--- config.mk ---
export PLATFORM = sky130hd
export DESIGN_NAME = button_event_ctrl_flat
export DESIGN_NICKNAME = d
export VERILOG_FILES = /design/src/rtl/game_pkg.sv /design/src/rtl/button_event_ctrl_if.sv /design/src/rtl/btn_tracker.sv /design/src/rtl/button_event_ctrl.sv /design/src/flat_wrapper.sv
export SDC_FILE = /design/constraint.sdc
export NUM_CORES = 1
export LEC_CHECK = 0
export CAP_MARGIN = 10
export CORE_MARGIN = 5
export CORE_UTILIZATION = 58
export CTS_CLUSTER_DIAMETER = 40
export DETAILED_ROUTE_END_ITERATION = 6
export PLACE_DENSITY = 0.86
export REMOVE_ABC_BUFFERS = 1
export SYNTH_ARGS = -nofsm -noshare
export SYNTH_HDL_FRONTEND = slang
export SYNTH_HIERARCHICAL = 1
export SYNTH_SLANG_ARGS = --single-unit
--- constraint.sdc ---
create_clock -name clk -period 3 [get_ports clk]
set_input_delay 0.3 -clock clk [delete_from_list [all_inputs] [get_ports clk]]
set_output_delay 0.3 -clock clk [all_outputs]
set_load 0.005 [all_outputs]
--- src/rtl/game_pkg.sv ---
// -----------------------------------------------------------------------------
// game_pkg
// Shared types and constants for the button front end and the game FSM.
//   btn_ev_kind_t : event code carried on the event stream
//   trk_state_t   : per-button tracker state
//   DEFAULT_LONG_CYCLES : hold time for a LONG event (1 s at 50 MHz)
// -----------------------------------------------------------------------------
package game_pkg;

  typedef enum logic [1:0] {
    EV_PRESS   = 2'd0,
    EV_RELEASE = 2'd1,
    EV_LONG    = 2'd2
  } btn_ev_kind_t;

  typedef enum logic [1:0] {
    TRK_IDLE = 2'd0,
    TRK_DOWN = 2'd1,
    TRK_LONG = 2'd2
  } trk_state_t;

  localparam int DEFAULT_LONG_CYCLES = 50_000_000;

endpackage

--- src/rtl/button_event_ctrl_if.sv ---
// -----------------------------------------------------------------------------
// button_event_ctrl_if
// Valid/ready event stream from the button front end to the game FSM.
//   ev_valid : event available (source -> sink)
//   ev_ready : sink accepts when ev_valid && ev_ready (sink -> source)
//   ev_btn   : index of the button that produced the event
//   ev_kind  : PRESS / RELEASE / LONG
// Modports: master = event source, slave = event sink.
// -----------------------------------------------------------------------------
interface button_event_ctrl_if #(
  parameter int IDX_W = 2
);
  import game_pkg::*;

  logic               ev_valid;
  logic               ev_ready;
  logic [IDX_W-1:0]   ev_btn;
  btn_ev_kind_t       ev_kind;

  modport master (
    output ev_valid,
    output ev_btn,
    output ev_kind,
    input  ev_ready
  );

  modport slave (
    input  ev_valid,
    input  ev_btn,
    input  ev_kind,
    output ev_ready
  );

endinterface

--- src/rtl/btn_tracker.sv ---
// -----------------------------------------------------------------------------
// btn_tracker
// Turns one debounced button level into PRESS / LONG / RELEASE pulses.
//   clk     : system clock
//   rst     : synchronous active-low reset
//   level_i : debounced level, 1 = pressed
//   pulse_o : registered one-cycle event pulse
//   kind_o  : event code, valid while pulse_o = 1
// -----------------------------------------------------------------------------
module btn_tracker
  import game_pkg::*;
#(
  parameter int LONG_CYCLES = DEFAULT_LONG_CYCLES,
  parameter int CNT_W       = 26
) (
  input  logic         clk,
  input  logic         rst,
  input  logic         level_i,
  output logic         pulse_o,
  output btn_ev_kind_t kind_o
);

  // The pulse for LONG is registered on the same edge the counter lands on
  // LONG_CYCLES-1, so a press held for LONG_CYCLES samples yields LONG.
  localparam logic [CNT_W-1:0] LAST_CNT = CNT_W'(LONG_CYCLES - 1);

  trk_state_t       state_q, state_d;
  logic [CNT_W-1:0] cnt_q, cnt_d, cnt_inc;
  logic             prev_q;
  logic             pulse_q, pulse_d;
  btn_ev_kind_t     kind_q, kind_d;

  assign cnt_inc = cnt_q + CNT_W'(1);

  always_comb begin
    // NOTE: every output of this block gets a default first so no path
    // leaves a variable unassigned (which would infer a latch).
    state_d = state_q;
    cnt_d   = cnt_q;
    pulse_d = 1'b0;
    kind_d  = kind_q;
    case (state_q)
      TRK_IDLE: begin
        if (level_i && !prev_q) begin
          pulse_d = 1'b1;
          kind_d  = EV_PRESS;
          cnt_d   = '0;
          state_d = TRK_DOWN;
        end
      end
      TRK_DOWN: begin
        // A fall wins over the threshold on the same cycle.
        if (!level_i) begin
          pulse_d = 1'b1;
          kind_d  = EV_RELEASE;
          state_d = TRK_IDLE;
        end else begin
          cnt_d = cnt_inc;
          if (cnt_inc == LAST_CNT) begin
            pulse_d = 1'b1;
            kind_d  = EV_LONG;
            state_d = TRK_LONG;
          end
        end
      end
      TRK_LONG: begin
        // Counter stays frozen until the button is let go.
        if (!level_i) begin
          pulse_d = 1'b1;
          kind_d  = EV_RELEASE;
          state_d = TRK_IDLE;
        end
      end
      default: state_d = TRK_IDLE;
    endcase
  end

  always_ff @(posedge clk) begin
    // NOTE: state registers use non-blocking assignments so every flop
    // samples the pre-edge values, independent of statement order.
    if (!rst) begin
      state_q <= TRK_IDLE;
      cnt_q   <= '0;
      prev_q  <= 1'b0;
      pulse_q <= 1'b0;
      kind_q  <= EV_PRESS;
    end else begin
      state_q <= state_d;
      cnt_q   <= cnt_d;
      prev_q  <= level_i;
      pulse_q <= pulse_d;
      kind_q  <= kind_d;
    end
  end

  assign pulse_o = pulse_q;
  assign kind_o  = kind_q;

endmodule

--- src/rtl/button_event_ctrl.sv ---
// -----------------------------------------------------------------------------
// button_event_ctrl
// Converts N_BTN debounced button levels into a single arbitrated stream of
// PRESS / RELEASE / LONG events.
//   clk       : system clock
//   rst       : synchronous active-low reset
//   btn_level : debounced levels, 1 = pressed
//   ev        : event stream (master side): ev_valid/ev_ready/ev_btn/ev_kind
//   ovf       : sticky, set when an event had to be dropped
//   ovf_clr   : clears ovf (a drop on the same cycle keeps it set)
// Pipeline: tracker pulse -> one-deep pending slot per button -> output reg.
// -----------------------------------------------------------------------------
module button_event_ctrl
  import game_pkg::*;
#(
  parameter int N_BTN       = 4,
  parameter int LONG_CYCLES = DEFAULT_LONG_CYCLES,
  parameter int CNT_W       = 26,
  parameter int IDX_W       = 2
) (
  input  logic                 clk,
  input  logic                 rst,
  input  logic [N_BTN-1:0]     btn_level,
  button_event_ctrl_if.master  ev,
  output logic                 ovf,
  input  logic                 ovf_clr
);

  logic [N_BTN-1:0] trk_pulse;
  btn_ev_kind_t     trk_kind [N_BTN];

  for (genvar g = 0; g < N_BTN; g++) begin : g_trk
    btn_tracker #(
      .LONG_CYCLES (LONG_CYCLES),
      .CNT_W       (CNT_W)
    ) u_trk (
      .clk     (clk),
      .rst     (rst),
      .level_i (btn_level[g]),
      .pulse_o (trk_pulse[g]),
      .kind_o  (trk_kind[g])
    );
  end

  logic [N_BTN-1:0] slot_full_q, slot_full_d;
  btn_ev_kind_t     slot_kind_q [N_BTN];
  btn_ev_kind_t     slot_kind_d [N_BTN];

  logic             out_valid_q, out_valid_d;
  logic [IDX_W-1:0] out_btn_q, out_btn_d;
  btn_ev_kind_t     out_kind_q, out_kind_d;
  logic             ovf_q, ovf_d;

  logic             out_free;
  logic             any_full;
  logic [IDX_W-1:0] sel_idx;
  logic [N_BTN-1:0] take;
  logic             drop;

  // Output register can take a new event when empty or being accepted now.
  assign out_free = !out_valid_q || ev.ev_ready;

  // Fixed priority: lowest index wins (scan downward so the last hit is lowest).
  always_comb begin
    any_full = 1'b0;
    sel_idx  = '0;
    for (int i = N_BTN - 1; i >= 0; i--) begin
      if (slot_full_q[i]) begin
        any_full = 1'b1;
        sel_idx  = IDX_W'(i);
      end
    end
  end

  always_comb begin
    take        = '0;
    out_valid_d = out_valid_q;
    out_btn_d   = out_btn_q;
    out_kind_d  = out_kind_q;
    if (out_free) begin
      out_valid_d = any_full;
      if (any_full) begin
        take[sel_idx] = 1'b1;
        out_btn_d     = sel_idx;
        out_kind_d    = slot_kind_q[sel_idx];
      end
    end
  end

  // A slot being emptied into the output this cycle can accept a new pulse.
  always_comb begin
    drop        = 1'b0;
    slot_full_d = slot_full_q;
    slot_kind_d = slot_kind_q;
    for (int i = 0; i < N_BTN; i++) begin
      if (trk_pulse[i]) begin
        if (slot_full_q[i] && !take[i]) begin
          drop = 1'b1;
        end else begin
          slot_full_d[i] = 1'b1;
          slot_kind_d[i] = trk_kind[i];
        end
      end else if (take[i]) begin
        slot_full_d[i] = 1'b0;
      end
    end
    ovf_d = drop ? 1'b1 : (ovf_clr ? 1'b0 : ovf_q);
  end

  always_ff @(posedge clk) begin
    if (!rst) begin
      // NOTE: only the full flags must be reset to discard pending events;
      // the kind array is reset as well since it is small and keeps the
      // output register free of unknowns.
      slot_full_q <= '0;
      for (int i = 0; i < N_BTN; i++) slot_kind_q[i] <= EV_PRESS;
      out_valid_q <= 1'b0;
      out_btn_q   <= '0;
      out_kind_q  <= EV_PRESS;
      ovf_q       <= 1'b0;
    end else begin
      slot_full_q <= slot_full_d;
      slot_kind_q <= slot_kind_d;
      out_valid_q <= out_valid_d;
      out_btn_q   <= out_btn_d;
      out_kind_q  <= out_kind_d;
      ovf_q       <= ovf_d;
    end
  end

  assign ev.ev_valid = out_valid_q;
  assign ev.ev_btn   = out_btn_q;
  assign ev.ev_kind  = out_kind_q;
  assign ovf         = ovf_q;

endmodule

--- src/flat_wrapper.sv ---
// flat-port wrapper written by rule: the top's interface ports become plain ports
module button_event_ctrl_flat import game_pkg::*;
#(
  parameter int N_BTN       = 4,
  parameter int LONG_CYCLES = DEFAULT_LONG_CYCLES,
  parameter int CNT_W       = 26,
  parameter int IDX_W       = 2
)
  (clk, rst, btn_level, ovf, ovf_clr, ev_ev_valid, ev_ev_btn, ev_ev_kind, ev_ev_ready);
  button_event_ctrl_if #(.IDX_W(IDX_W)) ev_i ();
  input  logic clk;
  input  logic rst;
  input  logic [N_BTN-1:0] btn_level;
  output logic ovf;
  input  logic ovf_clr;
  output wire logic [$bits(ev_i.ev_valid)-1:0] ev_ev_valid;
  output wire logic [$bits(ev_i.ev_btn)-1:0] ev_ev_btn;
  output wire logic [$bits(ev_i.ev_kind)-1:0] ev_ev_kind;
  input wire logic [$bits(ev_i.ev_ready)-1:0] ev_ev_ready;
  assign ev_ev_valid = ev_i.ev_valid;
  assign ev_ev_btn = ev_i.ev_btn;
  assign ev_ev_kind = ev_i.ev_kind;
  assign ev_i.ev_ready = ev_ev_ready;
  button_event_ctrl #(.N_BTN(N_BTN), .LONG_CYCLES(LONG_CYCLES), .CNT_W(CNT_W), .IDX_W(IDX_W)) u_core (.clk(clk), .rst(rst), .btn_level(btn_level), .ev(ev_i), .ovf(ovf), .ovf_clr(ovf_clr));
endmodule
# == Word-level counts from Yosys, hierarchy flattened ==
# Cells that the tools add are included.
# classes
add_sub_neg,4
n_lt_le_gt_ge,3
n_eq_ne,32
n_mux,105
bitwise,5
n_reduce_logical,57
# op_table
op,n
2-to-1 mux 26 bit,8
one-hot mux 26 bit (2 select lines),4
adder 26 x 1 -> 26 bit (second input constant),4
equality test 26 bit (second input constant),4
2-to-1 mux 2 bit,34
one-hot mux 2 bit (3 select lines),8
2-to-1 mux 1 bit,43
inequality test 2 bit (second input constant),16
AND reduction 3 bit,8
AND reduction 2 bit,9
nonzero test 2 bit,9
AND reduction 4 bit,4
inequality test 3 bit (second input constant),4
one-hot mux 1 bit (3 select lines),4
nonzero test 3 bit,4
logical AND 1 bit,9
zero test 1 bit,9
equality test 2 x 1 -> 1 bit (second input constant),4
equality test 2 bit (second input constant),4
zero test 2 bit,4
2-to-1 mux 4 bit,2
binary-select mux 2 bit (select 2 bit),1
NOT 1 bit,4
>= comparator 3 bit (second input constant),1
other kinds (5),5
# word_totals
ff_bits,146
in_bits,8
out_inout_bits,6
word_cells,238

# == Logic depth before layout (Yosys ltp) ==
# depth
depth_word,21
mapped_depth,11
mapped_depth_nobuf,9

# == Hierarchy ==
# The synthesis kept the hierarchy.
# by_module_without_submodules
mod,n_inst,cells_per_inst,area_each_um2
btn_tracker (u_core.g_trk[0].u_trk ...),3,291,2223.4
btn_tracker (u_core.g_trk[1].u_trk),1,303,2309.7
button_event_ctrl,1,101,864.6

# == Least setup slack after synthesis ==
# OpenSTA, ideal clock, no wires.
# synth_path
path_kind,register to register
from,reg u_core.g_trk[0].u_trk.cnt_q[0]
to,reg u_core.g_trk[0].u_trk.state_q[0]
setup_time_ns,0.058
arrival_time_ns,3.044
required_ns,2.942
path_slack_ns,-0.102
stages_incl_launch_ff,12
period_less_slack_ns,3.102
path_cell_list,dfxtp_1 > ha_1 > clkbuf_1 > nand3_1 > or4_1 > clkbuf_1 > nor4_1 > o221ai_1 > a211o_1 > or3_1 > o22ai_1 > o21a_1
# synth_between
elab_chain_cells,4
# synth_lines
element,line,rtl
start: declaration,btn_tracker.sv:28,"logic [CNT_W-1:0] cnt_q, cnt_d, cnt_inc;"
start signal: assignment,btn_tracker.sv:89,cnt_q <= cnt_d;
adder 26 x 1 -> 26 bit,btn_tracker.sv:33,assign cnt_inc = cnt_q + CNT_W'(1);
equality test 26 bit,btn_tracker.sv:59,if (cnt_inc == LAST_CNT) begin
inequality test 3 bit (no source line),n/a,
AND reduction 3 bit (no source line),n/a,
end signal: assignment,btn_tracker.sv:88,state_q <= state_d;
end: declaration,btn_tracker.sv:27,"trk_state_t state_q, state_d;"
# No other way between the ends.
# A chain may end at the register's enable or synchronous reset.

# == Final worst setup path ==
# layout_path
from,reg u_core.g_trk[3].u_trk.cnt_q[4]
to,reg u_core.g_trk[3].u_trk.state_q[0]
# layout_between
elab_chain_cells,4
# layout_lines
element,line
start: declaration,btn_tracker.sv:28
start signal: assignment,btn_tracker.sv:89
adder 26 x 1 -> 26 bit,btn_tracker.sv:33
equality test 26 bit,btn_tracker.sv:59
inequality test 3 bit (no source line),n/a
AND reduction 3 bit (no source line),n/a
end signal: assignment,btn_tracker.sv:88
end: declaration,btn_tracker.sv:27
# No other way between the ends.

==> results.ini <==
[setup_path]
endpoint_kind = flop
required_ps = 3310
critPathSlowestCell = or4_4
path_cells = nand3_4 -> or4_4 -> a211oi_1 -> o2111ai_1 -> or4b_4 -> o31ai_4 -> o22ai_1 -> o21a_1
cp-start-kind = flop
critPathTopFamily = simple AND/OR/NAND/NOR gates
critPathKind = flop to flop
critPathBufInv = 0
cpPeakStageDelay_ps = 640
critical_path_arrival_ps = 3240
path_max_fanout = 10

[clock_network]
cts.hold.buffers_added = 0
cts_made_buffers = 17
cts_tree = yes
clk_latency_ps = 420
htreeDepth = 4
cts-root-buf = clkbuf_16
path_clk_slew_ps = 60
clk_path_buf_depth = 2
clock-sinks = 146

[timing]
slew_headroom = 0.432
rsz0062_at_grt = false
clock_skew_ps = 8.08
fin_ws_ps = 75.5
tightest_slew_ps = 847
final.min_clock_period_ps = 2920
whs_ps = 247
max_freq_mhz = 342
drv_slew = 0
min_period_over_period = 0.975
finalSetupTns_ps = 0
finalHoldViolCount = 0
setup-violations-final = 0

[global_routing]
grt_remaining_overflow = 0
grt_max_degree = 21
antenna_found_initial = 0
grt_usage = 0.252
grt_first_pass_wirelength_um = 42600
grt_pass1_vias = 9078

[layout]
fin_cells = 1509
final_util = 0.658
final_layout_size_suffix_gt1_frac = 0.136
nNetsFinal = 1308
post-route-cell-area_mm2 = 0.0109
area_growth_pct = 11.2
antennaDiodeCount = 0

[drt]
routedWlPerCell_um = 16.8
drtAntennaViolNets = 0
drt_first_pass_iters = 5
vias = 9827
drc = 0
wl_um = 25300
first_iter_violations = 965
via_per_inst = 6.51

[floorplan]
io_pins = 14
initial_utilization = 0.592
core_area_mm2 = 0.0166
num_rows = 47
die_w_um = 140
die_h_um = 140
dieArea_mm2 = 0.0197

[synth]
syn_area_mm2 = 0.00984
ys_ff_latch = 146
netlist-cell-type-count = 82
synth_enable_flop_cells = 0
synth_most_common_cell = dfxtp_1
synthTopCellsByCount = 146 x dfxtp_1, 135 x nand2_1, 122 x nor2_1
synthCells = 1277
seq_area_frac_synth = 0.297
synth_flop_cell = dfxtp_1
synth-async-reset-ratio = 0
synth_area_leaders = dfxtp_1 30%, nand2_1 5.1%, a21oi_1 4.7%, nor2_1 4.7%, o21ai_0 4.5%
synth_top_area_share = 0.297
yosysWarnings = 6
syn_area_per_cell_um2 = 7.71
synth_area_leader_cell = dfxtp_1

[pwr]
vdd_drop_max_mv = 0.436
fin_total_pwr_mw = 4.86
p_leak_nw = 3.67
p_per_area_mw_per_mm2 = 444

[placement]
routabilityCongestion = 0.971
dpl_cell_area_mm2 = 0.0102
port_buffers = 13
hpwl_um = 17100
dp_cells = 1476
dp_worst_setup_slack_ps = 91.0

[run]
max-cap-violations = 0

[worst_hold_path]
hp-class = primary input to flop

[status]
status = completed

==> path summary, 6_finish.rpt <==
| path | cells after the start | start | to | slack, ps |
|---|---|---|---|---|
| min reg2reg | 2 | u_core/slot_kind_q[1]$_SDFFE_PN0P_ | u_core/slot_kind_q[1]$_SDFFE_PN0P_ | 460 |
| max reg2reg | 8 | u_core/g_trk[3].u_trk/cnt_q[4]$_SDFFE_PN0P_ | u_core/g_trk[3].u_trk/state_q[0]$_SDFFE_PN0P_ | 80 |
| max | 8 | u_core/g_trk[3].u_trk/cnt_q[4]$_SDFFE_PN0P_ | u_core/g_trk[3].u_trk/state_q[0]$_SDFFE_PN0P_ | 80 |
| min | 2 | rst | u_core/g_trk[2].u_trk/cnt_q[12]$_SDFFE_PN0P_ | 250 |
==> sequential cells by signal, summed over array words and instances, names as in the netlist <==
| register | count |
|---|---|
| u_core/g_trk.u_trk/state_q | 8 |
| u_core/slot_kind_q | 8 |
| u_core/g_trk.u_trk/cnt_q | 104 |
| u_core/ev.ev_valid | 1 |
| u_core/g_trk.u_trk/kind_o | 8 |
| u_core/ovf | 1 |
| u_core/g_trk.u_trk/prev_q | 4 |
| u_core/ev.ev_kind | 2 |
| u_core/slot_full_q | 4 |
| u_core/g_trk.u_trk/pulse_o | 4 |
| u_core/ev.ev_btn | 2 |
==> cells in the final DEF, fill, tap and decap left out, types with 9 or more instances in the layout <==
master and count:
nand2_1 135, dfxtp_1 126, nor2_1 122, a21oi_1 92, o21ai_0 88, buf_4 61, inv_1 42, nor3_1 41
nand3_1 38, nand4_1 37, nor4_1 37, and2_1 29, a311oi_1 27, a31oi_1 26, nor2b_1 24, ha_1 22
dfxtp_2 20, xnor2_1 18, clkbuf_16 17, xor2_1 13, clkdlybuf4s50_1 12, a211oi_1 12, or3_1 10, o211a_1 9
a22oi_1 9, and3_1 9
==> worst register-to-register path, stage by stage (launching register included) <==
cell and delay (ps):
dfxtp_1 450, nand3_4 160, or4_4 640, a211oi_1 260
o2111ai_1 200, or4b_4 600, o31ai_4 230, o22ai_1 120
o21a_1 170
==> cells by family after synthesis <==
family          after synthesis  synth area share
xor+xnor                     31            0.0276
flops                       146             0.297
fa+ha+maj                    24            0.0305
simple gates                576             0.328
compound gates              360             0.247
buf+inv                     137            0.0667
mux                           3           0.00305
==> timing repair <==
action,4_1_cts,5_1_grt
resized for setup,0,29
setup endpoints to repair,0,13
buffers inserted,0,1
hold endpoints to repair,0,0
==> per-layer routing <==
metal,track usage,part of all wire
met1,0.331,0.44
met2,0.416,0.48
met3,0.0433,0.056
met4,0.0923,0.018
met5,0,0
==> power by group <==
| part | internal, mW | switching (mW) |
|---|---|---|
| combinational | 0.155 | 0.294 |
| clock | 1.56 | 0.839 |
| sequential | 1.97 | 0.0399 |
| total | 3.69 | 1.17 |
==> final cells by class <==
| type | count | area, µm² |
|---|---|---|
| tap | 220 | 275 |
| fill | 1340 | 5690 |
| sequential | 146 | 2950 |
| timing repair buffer | 74 | 583 |
| clock buffer | 23 | 488 |
| multi-input combinational | 994 | 6320 |
| inverter | 43 | 164 |
| clock inverter | 9 | 175 |
(Power assumes the default switching activity.)
